**config.mk**
```make
export PLATFORM = sky130hd
export DESIGN_NAME = rca_sub_serial
export DESIGN_NICKNAME = d
export VERILOG_FILES = /design/src/rtl/rca_sub_serial.sv
export SDC_FILE = /design/constraint.sdc
export NUM_CORES = 1
export LEC_CHECK = 0
export ABC_CLOCK_PERIOD_IN_PS = 1950
export CORE_MARGIN = 2
export CORE_UTILIZATION = 48
export DETAILED_ROUTE_END_ITERATION = 16
export PLACE_DENSITY = 0.77
export RECOVER_POWER = 50
export REMOVE_ABC_BUFFERS = 1
export SYNTH_ARGS = -nofsm -noshare
export SYNTH_HDL_FRONTEND = slang
export SYNTH_SLANG_ARGS = --single-unit
```
**constraint.sdc**
```tcl
create_clock -name clk -period 1.95 [get_ports clk]
set_input_delay 0.39 -clock clk [delete_from_list [all_inputs] [get_ports clk]]
set_output_delay 0.39 -clock clk [all_outputs]
set_load 0.005 [all_outputs]
```
**src/rtl/rca_sub_serial.sv**
```systemverilog
// Bit-serial ripple-carry inverter: recovers b from s = a + b, LSB first.
// Optional range_err output under RCA_SUB_RANGE_ERR_EN.
module rca_sub_serial #(
   parameter int WIDTH = 4
) (
   input  logic             clk,
   input  logic             rst_n,
   input  logic             in_valid,
   output logic             in_ready,
   input  logic [WIDTH:0]   s,
   input  logic [WIDTH-1:0] a,
   output logic             out_valid,
   input  logic             out_ready,
   output logic [WIDTH-1:0] b,
   output logic             busy
`ifdef RCA_SUB_RANGE_ERR_EN
   ,
   output logic             range_err
`endif
);

   localparam int IW = $clog2(WIDTH);
   localparam logic [IW-1:0] LAST = IW'(WIDTH - 1);

   typedef enum logic [1:0] {
      IDLE,
      SHIFT,
      DONE
   } state_t;

   state_t state;
   state_t state_n;

   logic [WIDTH-1:0] s_lo;
   logic [WIDTH-1:0] a_q;
   logic             s_msb;
   logic             brw;
   logic [IW-1:0]    idx;

   logic s_bit;
   logic a_bit;
   logic d;
   logic brw_n;
   logic last;

   assign s_bit = s_lo[idx];
   assign a_bit = a_q[idx];
   assign d     = s_bit ^ a_bit ^ brw;
   assign brw_n = (~s_bit & a_bit) | (~(s_bit ^ a_bit) & brw);
   assign last  = (idx == LAST);

   assign in_ready = (state == IDLE);

   always_comb begin
      state_n = state;
      unique case (state)
         IDLE:    if (in_valid) state_n = SHIFT;
         SHIFT:   if (last) state_n = DONE;
         DONE:    if (out_ready) state_n = IDLE;
         default: state_n = IDLE;
      endcase
   end

   // Status flags are registered from the next state so they align with it.
   always_ff @(posedge clk or negedge rst_n) begin
      if (!rst_n) begin
         state     <= IDLE;
         out_valid <= 1'b0;
         busy      <= 1'b0;
      end else begin
         state     <= state_n;
         out_valid <= (state_n == DONE);
         busy      <= (state_n != IDLE);
      end
   end

   always_ff @(posedge clk or negedge rst_n) begin
      if (!rst_n) begin
         s_lo  <= '0;
         s_msb <= 1'b0;
         a_q   <= '0;
         b     <= '0;
         brw   <= 1'b0;
         idx   <= '0;
      end else begin
         unique case (state)
            IDLE: begin
               if (in_valid) begin
                  s_lo  <= s[WIDTH-1:0];
                  s_msb <= s[WIDTH];
                  a_q   <= a;
                  brw   <= 1'b0;
                  idx   <= '0;
               end
            end
            SHIFT: begin
               b[idx] <= d;
               brw    <= brw_n;
               idx    <= idx + IW'(1);
            end
            default: ;
         endcase
      end
   end

`ifdef RCA_SUB_RANGE_ERR_EN
   // Carry-out of the sum minus final borrow: nonzero means out of range.
   always_ff @(posedge clk or negedge rst_n) begin
      if (!rst_n) begin
         range_err <= 1'b0;
      end else if (state == SHIFT && last) begin
         range_err <= s_msb ^ brw_n;
      end else if (state == DONE && out_ready) begin
         range_err <= 1'b0;
      end
   end
`endif

endmodule

```
==> reports/results.ini, run 1 <==
[worst_setup_path]
cp.required_ps=1560
critPathCapture=in_ready
reg2reg_to=b[3]$_DFFE_PN0P_
endpoint_kind=primary output
path_buf_inv=1
worstPathMaxFanout=12
start_kind=register
slowest_delay_ps=530
crit_chain=nor2_1 > clkdlybuf4s50_1
worst-path-stages=2
cp.arrival_ps=1460
reg2reg_slack_ps=200
path_class=register to primary output
critPathTopFamily=flip-flops
cp-startpoint=state[1]$_DFF_PN0_
r2r-start=idx[0]$_DFFE_PN0P_
r2r_cells=4
crit_slowest_cell=dfrtp_1

[routing]
avgViaCountPerCell=5.02
wl_per_cell_microns=12.8
drtPass1Iterations=2
drt_wl_total_microns=1450
vias=567
drc=0
drtAntennaViolNets=0
initialDrtViolationCount=6

[power_and_ir_drop]
p_per_area_nw_per_um2=1560
ir_drop_uv=886
power.leakage_uw=0.000522

[final_layout]
final_common_cell=dfrtp_1
stdcell_count=113
layout.nets=107
fillCellCount=146
drive_gt1_frac=0.205
area_growth_pct=27.0
layout_common_cells=18 x dfrtp_1, 17 x clkdlybuf4s50_1, 9 x mux2_2
regArea_sq_um=477
multi_input_area_sq_um=392
num_antenna_cells=0

[placed_design]
place_congestion=0.721
dp_cells=109
portBuffers=18
dp_hpwl_microns=1100

[hold_path]
whs_path_depth=1
hold_path_class=register to register

[synthesis]
synth_top_area_cell=dfrtp_1
synth_seq_area_share=0.526
syn_avg_cell_area_sq_um=13.9
synthTopCellsByArea=dfrtp_1 53%, mux2_2 11%, ha_1 5.5%
synth_top_area_share=0.526
syn_inst=65
syn_area_sq_um=903
synth_cell_types=18
yosys_register_bits=19
ys.warnings.count=0

[clocking]
cts_made_buffers=3
cts_htree_levels=1
insertion_delay_ps=290
cts_tree=done
clk_path_buf_depth=2
clk_pin_slew_ps=100
cts_root_buf=clkbuf_4
postCtsSetupBuffers=0
cts_sinks=19

[sta]
setup_viol=0
slew_headroom=0.335
layout_min_cycle_time_ps=1850
worstMarginPinSlew_ps=998
rsz0062_at_grt=false
setup_tns_ps=0
min_period_over_period=0.951
fmax_mhz=539
skew_ps=4.66
hold_viol=0
slew_violations=0

[global_routing]
grt_pass1_wl_microns=2370
grt_pass1_vias=558
grt_max_degree=20
grtUsageTotal=0.159
antenna_found_initial=0
overflow=0

[status]
outcome=completed

[floorplanning]
start_util=0.518
floorplan.rows=15
ios=20
design.die.area_sq_um=2240
die_width_microns=47.4
core_area_sq_um=1750
die_y_microns=47.4

[job]
cap_violations=0

## cells by family after synthesis
group / Yosys count / share of synthesized area
flip-flops: 19 / 0.526
multiplexers: 15 / 0.206
AND/OR/NAND/NOR: 10 / 0.0859
buffers and inverters: 9 / 0.0402
AO/OA/AOI/OAI: 7 / 0.0637
adder cells (fa/ha/maj): 5 / 0.0776
## worst min path at each step
stage / startpoint / to / slack, ps
5_1_grt: a_q[0]$_DFFE_PN0P_ / a_q[0]$_DFFE_PN0P_ / 540
3_5_place_dp: a_q[2]$_DFFE_PN0P_ / a_q[2]$_DFFE_PN0P_ / 500
2_1_floorplan: rst_n / a_q[0]$_DFFE_PN0P_ / 90
6_report: s_lo[2]$_DFFE_PN0P_ / s_lo[2]$_DFFE_PN0P_ / 520
4_1_cts: rst_n / b[0]$_DFFE_PN0P_ / 410
3_3_place_gp: s_lo[2]$_DFFE_PN0P_ / s_lo[2]$_DFFE_PN0P_ / 490
## synthesized netlist by cell type
library cell,number
fa_1,1
nand2b_1,1
buf_2,2
mux2_2,9
and2b_1,1
o21bai_1,1
ha_1,4
nor2_1,2
inv_1,7
mux2i_1,4
nor3b_4,1
a21oi_1,1
dfrtp_1,19
or2b_1,1
a21bo_2,1
mux4_2,2
a22o_1,4
nand3b_1,4
## worst reg2reg max path: stages, from the launching register on
cell and delay (ps):
dfrtp_2 450, mux4_2 510, inv_1 90, fa_1 480, mux2i_1 160
## timing repair
action / in CTS / in global routing
hold buffers: 0 / 0
hold endpoints to repair: 0 / 0
setup endpoints to repair: 0 / 2
gates resized for setup: 0 / 1
## layout make-up
class	count	area share
multi-input cells	37	0.341
flip-flops and latches	19	0.415
clock buffers	4	0.0229
repair buffers	21	0.170
inverters	7	0.0229
well taps	25	0.0273
## flip-flops by register name (all words and copies together), names as in the netlist
register / flops
busy: 1
idx: 2
state: 2
brw: 1
s_lo: 4
a_q: 4
out_valid: 1
b: 4
## routing by layer
layer / GRT usage / vias up / wire (microns)
met2: 0.276 / 11 / 779
met5: 0 / - / 0
met1: 0.180 / 285 / 614
met3: 0.0231 / 2 / 41
met4: 0.100 / 0 / 12
li1: - / 269 / -
## metrics by stage
step / setup slack, ps / instance area [sq um] / power, uW / util / hold WS (ps)
2_1_floorplan: 253 / 893 / 1300 / - / 94.4
3_3_place_gp: 134 / 1130 / 1600 / 0.646 / 486
3_5_place_dp: 113 / 1130 / 1640 / 0.646 / 498
4_1_cts: 82.6 / 1150 / 1840 / 0.661 / 411
5_1_grt: 18.9 / 1150 / 1950 / 0.657 / 539
6_report: 95.4 / 1150 / 1800 / 0.657 / 517
## power by group
part | internal, uW | switching (uW) | total (uW)
logic | 531 | 320 | 851
clock network | 79.5 | 114 | 194
registers | 590 | 160 | 750
total | 1200 | 595 | 1800
Power figures use the tool's default switching activity.
==> inputs of run 2 (changes only) <==
==> constraint.sdc (replaced) <==
create_clock -name clk -period 1.95 [get_ports clk]
set_input_delay 0.39 -clock clk [delete_from_list [all_inputs] [get_ports clk]]
set_output_delay 0.39 -clock clk [all_outputs]
set_load 0.05 [all_outputs]
==> run 2 against run 1 <==
  * Via count grew 1.6%
  * Non-clock buffer count shrank 1
  * Clock skew grew 6.8 ps
  * Critical path depth shrank 1
  * Worst setup slack gained 1.3 ps
  * Cell area shrank 0.55%
  * Maximum frequency is essentially flat
  * Register-to-register slack gained 20 ps
  * Critical path type unchanged
  * Largest power group unchanged
==> reports/results.ini, run 2 (synthesis gave the netlist of run 1 again) <==
[power_and_ir_drop]
pwr-share-seq=0.375
switching_share=0.418
p_total_uw=2050
p_int_uw=1190
switching_power_uw=858
pwr-share-clk=0.097
combinationalPowerShare=0.527
ir_drop_uv=967
p_per_area_nw_per_um2=1800
power.leakage_uw=0.000521

[final_layout]
largestRegisters=a_q (4), b (4), s_lo (4)
final_common_cell=dfrtp_1
layout.nets=106
area_growth_pct=26.3
layout_common_cells=18 x dfrtp_1, 16 x clkdlybuf4s50_1, 9 x mux2_2
num_antenna_cells=0
drive_gt1_frac=0.218

[worst_setup_path]
start_kind=register
critPathTopFamily=buffers and inverters
cp.arrival_ps=1460
worstPathMaxFanout=2
crit_chain=clkdlybuf4s50_1
reg2reg_to=b[3]$_DFFE_PN0P_
r2r-start=idx[0]$_DFFE_PN0P_
worst-path-stages=1
crit_slowest_cell=clkdlybuf4s50_1
slowest_delay_ps=800
path_class=register to primary output
cp.required_ps=1560
reg2reg_slack_ps=220
endpoint_kind=primary output
critPathCapture=b[0]
path_buf_inv=1
cp-startpoint=b[0]$_DFFE_PN0P_
r2r_cells=4

[floorplanning]
die_width_microns=47.4
core_area_sq_um=1750
floorplan.rows=15
start_util=0.518
ios=20
design.die.area_sq_um=2240
die_y_microns=47.4

[status]
outcome=completed

[sta]
rsz0062_at_grt=false
fmax_mhz=540
hold_viol=0
setup_viol=0
layout_min_cycle_time_ps=1850
slew_headroom=0.338
min_period_over_period=0.950
fin_ws_ps=96.7
worstMarginPinSlew_ps=992
setup_tns_ps=0
slew_violations=0
skew_ps=11.5

[global_routing]
overflow=0
grt_max_degree=20
grt_pass1_vias=553
antenna_found_initial=0
grt_pass1_wl_microns=2440
grtUsageTotal=0.161

[routing]
wl_per_cell_microns=13.1
avgViaCountPerCell=5.14
initialDrtViolationCount=6
highest_layer=met4
met3_length_microns=48
drtAntennaViolNets=0
drt_wl_total_microns=1470
drc=0
vias=576
wl_met1_microns=617
routed-wl-met2_microns=784
drtPass1Iterations=4

[clocking]
cts_made_buffers=3
cts_tree=done
cts_htree_levels=1
clk_pin_slew_ps=110
clk_path_buf_depth=2
insertion_delay_ps=300
cts_root_buf=clkbuf_4
cts_sinks=19

[placed_design]
portBuffers=18
dp_hpwl_microns=1110
place_congestion=0.711
place_ws_ps=121

[job]
cap_violations=0

[hold_path]
hold_path_class=register to register

run 2: changes by cell type in the layout (fill, tap and decap cells not counted), sizes merged:
| cell | before | now |
|---|---|---|
| buf | 1 | 2 |
| clkbuf | 6 | 5 |
| clkdlybuf4s50 | 17 | 16 |
run 2: worst min path at each step:
stage,from,cells after the start,endpoint
detailed placement,a_q[2]$_DFFE_PN0P_,1,a_q[2]$_DFFE_PN0P_
finish,a_q[2]$_DFFE_PN0P_,1,a_q[2]$_DFFE_PN0P_
CTS,rst_n,2,b[3]$_DFFE_PN0P_
floorplan,rst_n,0,a_q[0]$_DFFE_PN0P_
global placement,s_lo[2]$_DFFE_PN0P_,1,s_lo[2]$_DFFE_PN0P_
global route,s_lo[3]$_DFFE_PN0P_,1,s_lo[3]$_DFFE_PN0P_
run 2: what timing repair did:
item,in CTS,in global routing
resized for setup,0,1
endpoints found under the setup margin,0,1
hold buffers,0,0
setup buffers,0,0
run 2: power by group through the flow:
stage               registers, uW  logic (uW)  clock network (uW)
finish                        770        1080                 200
global route                  808        1180                 214
CTS                           771        1100                 201
detailed placement            779        1100                   0
global placement              761        1070                   0
floorplan                     934         610                   0
run 2: cell type report:
cell class              count  area (sq um)
clock buffers               4          26.3
flip-flops and latches     19           477
well taps                  25          31.3
repair buffers             20           189
inverters                   7          26.3
fillers                   141           604
multi-input cells          37           392
run 2: per-layer routing:
metal | up-vias | global-route usage
li1 | 266 | -
met1 | 291 | 0.199
met2 | 15 | 0.278
met3 | 4 | 0.0346
met4 | 0 | 0.0500
met5 | - | 0
run 2: per-stage QoR:
step,hold WS (ps),instances,area [sq um],utilization
global placement,485,108,1120,0.640
global route,550,112,1140,0.654
CTS,425,112,1140,0.655
finish,520,112,1140,0.654
detailed placement,496,108,1120,0.640
floorplan,94.4,63,893,-
==> inputs of run 3 (changes only) <==
CTS_CLUSTER_DIAMETER = 60   (was unset)
==> results of run 3 <==
Same layout as run 2: the final DEF is identical, and so are final timing and power.
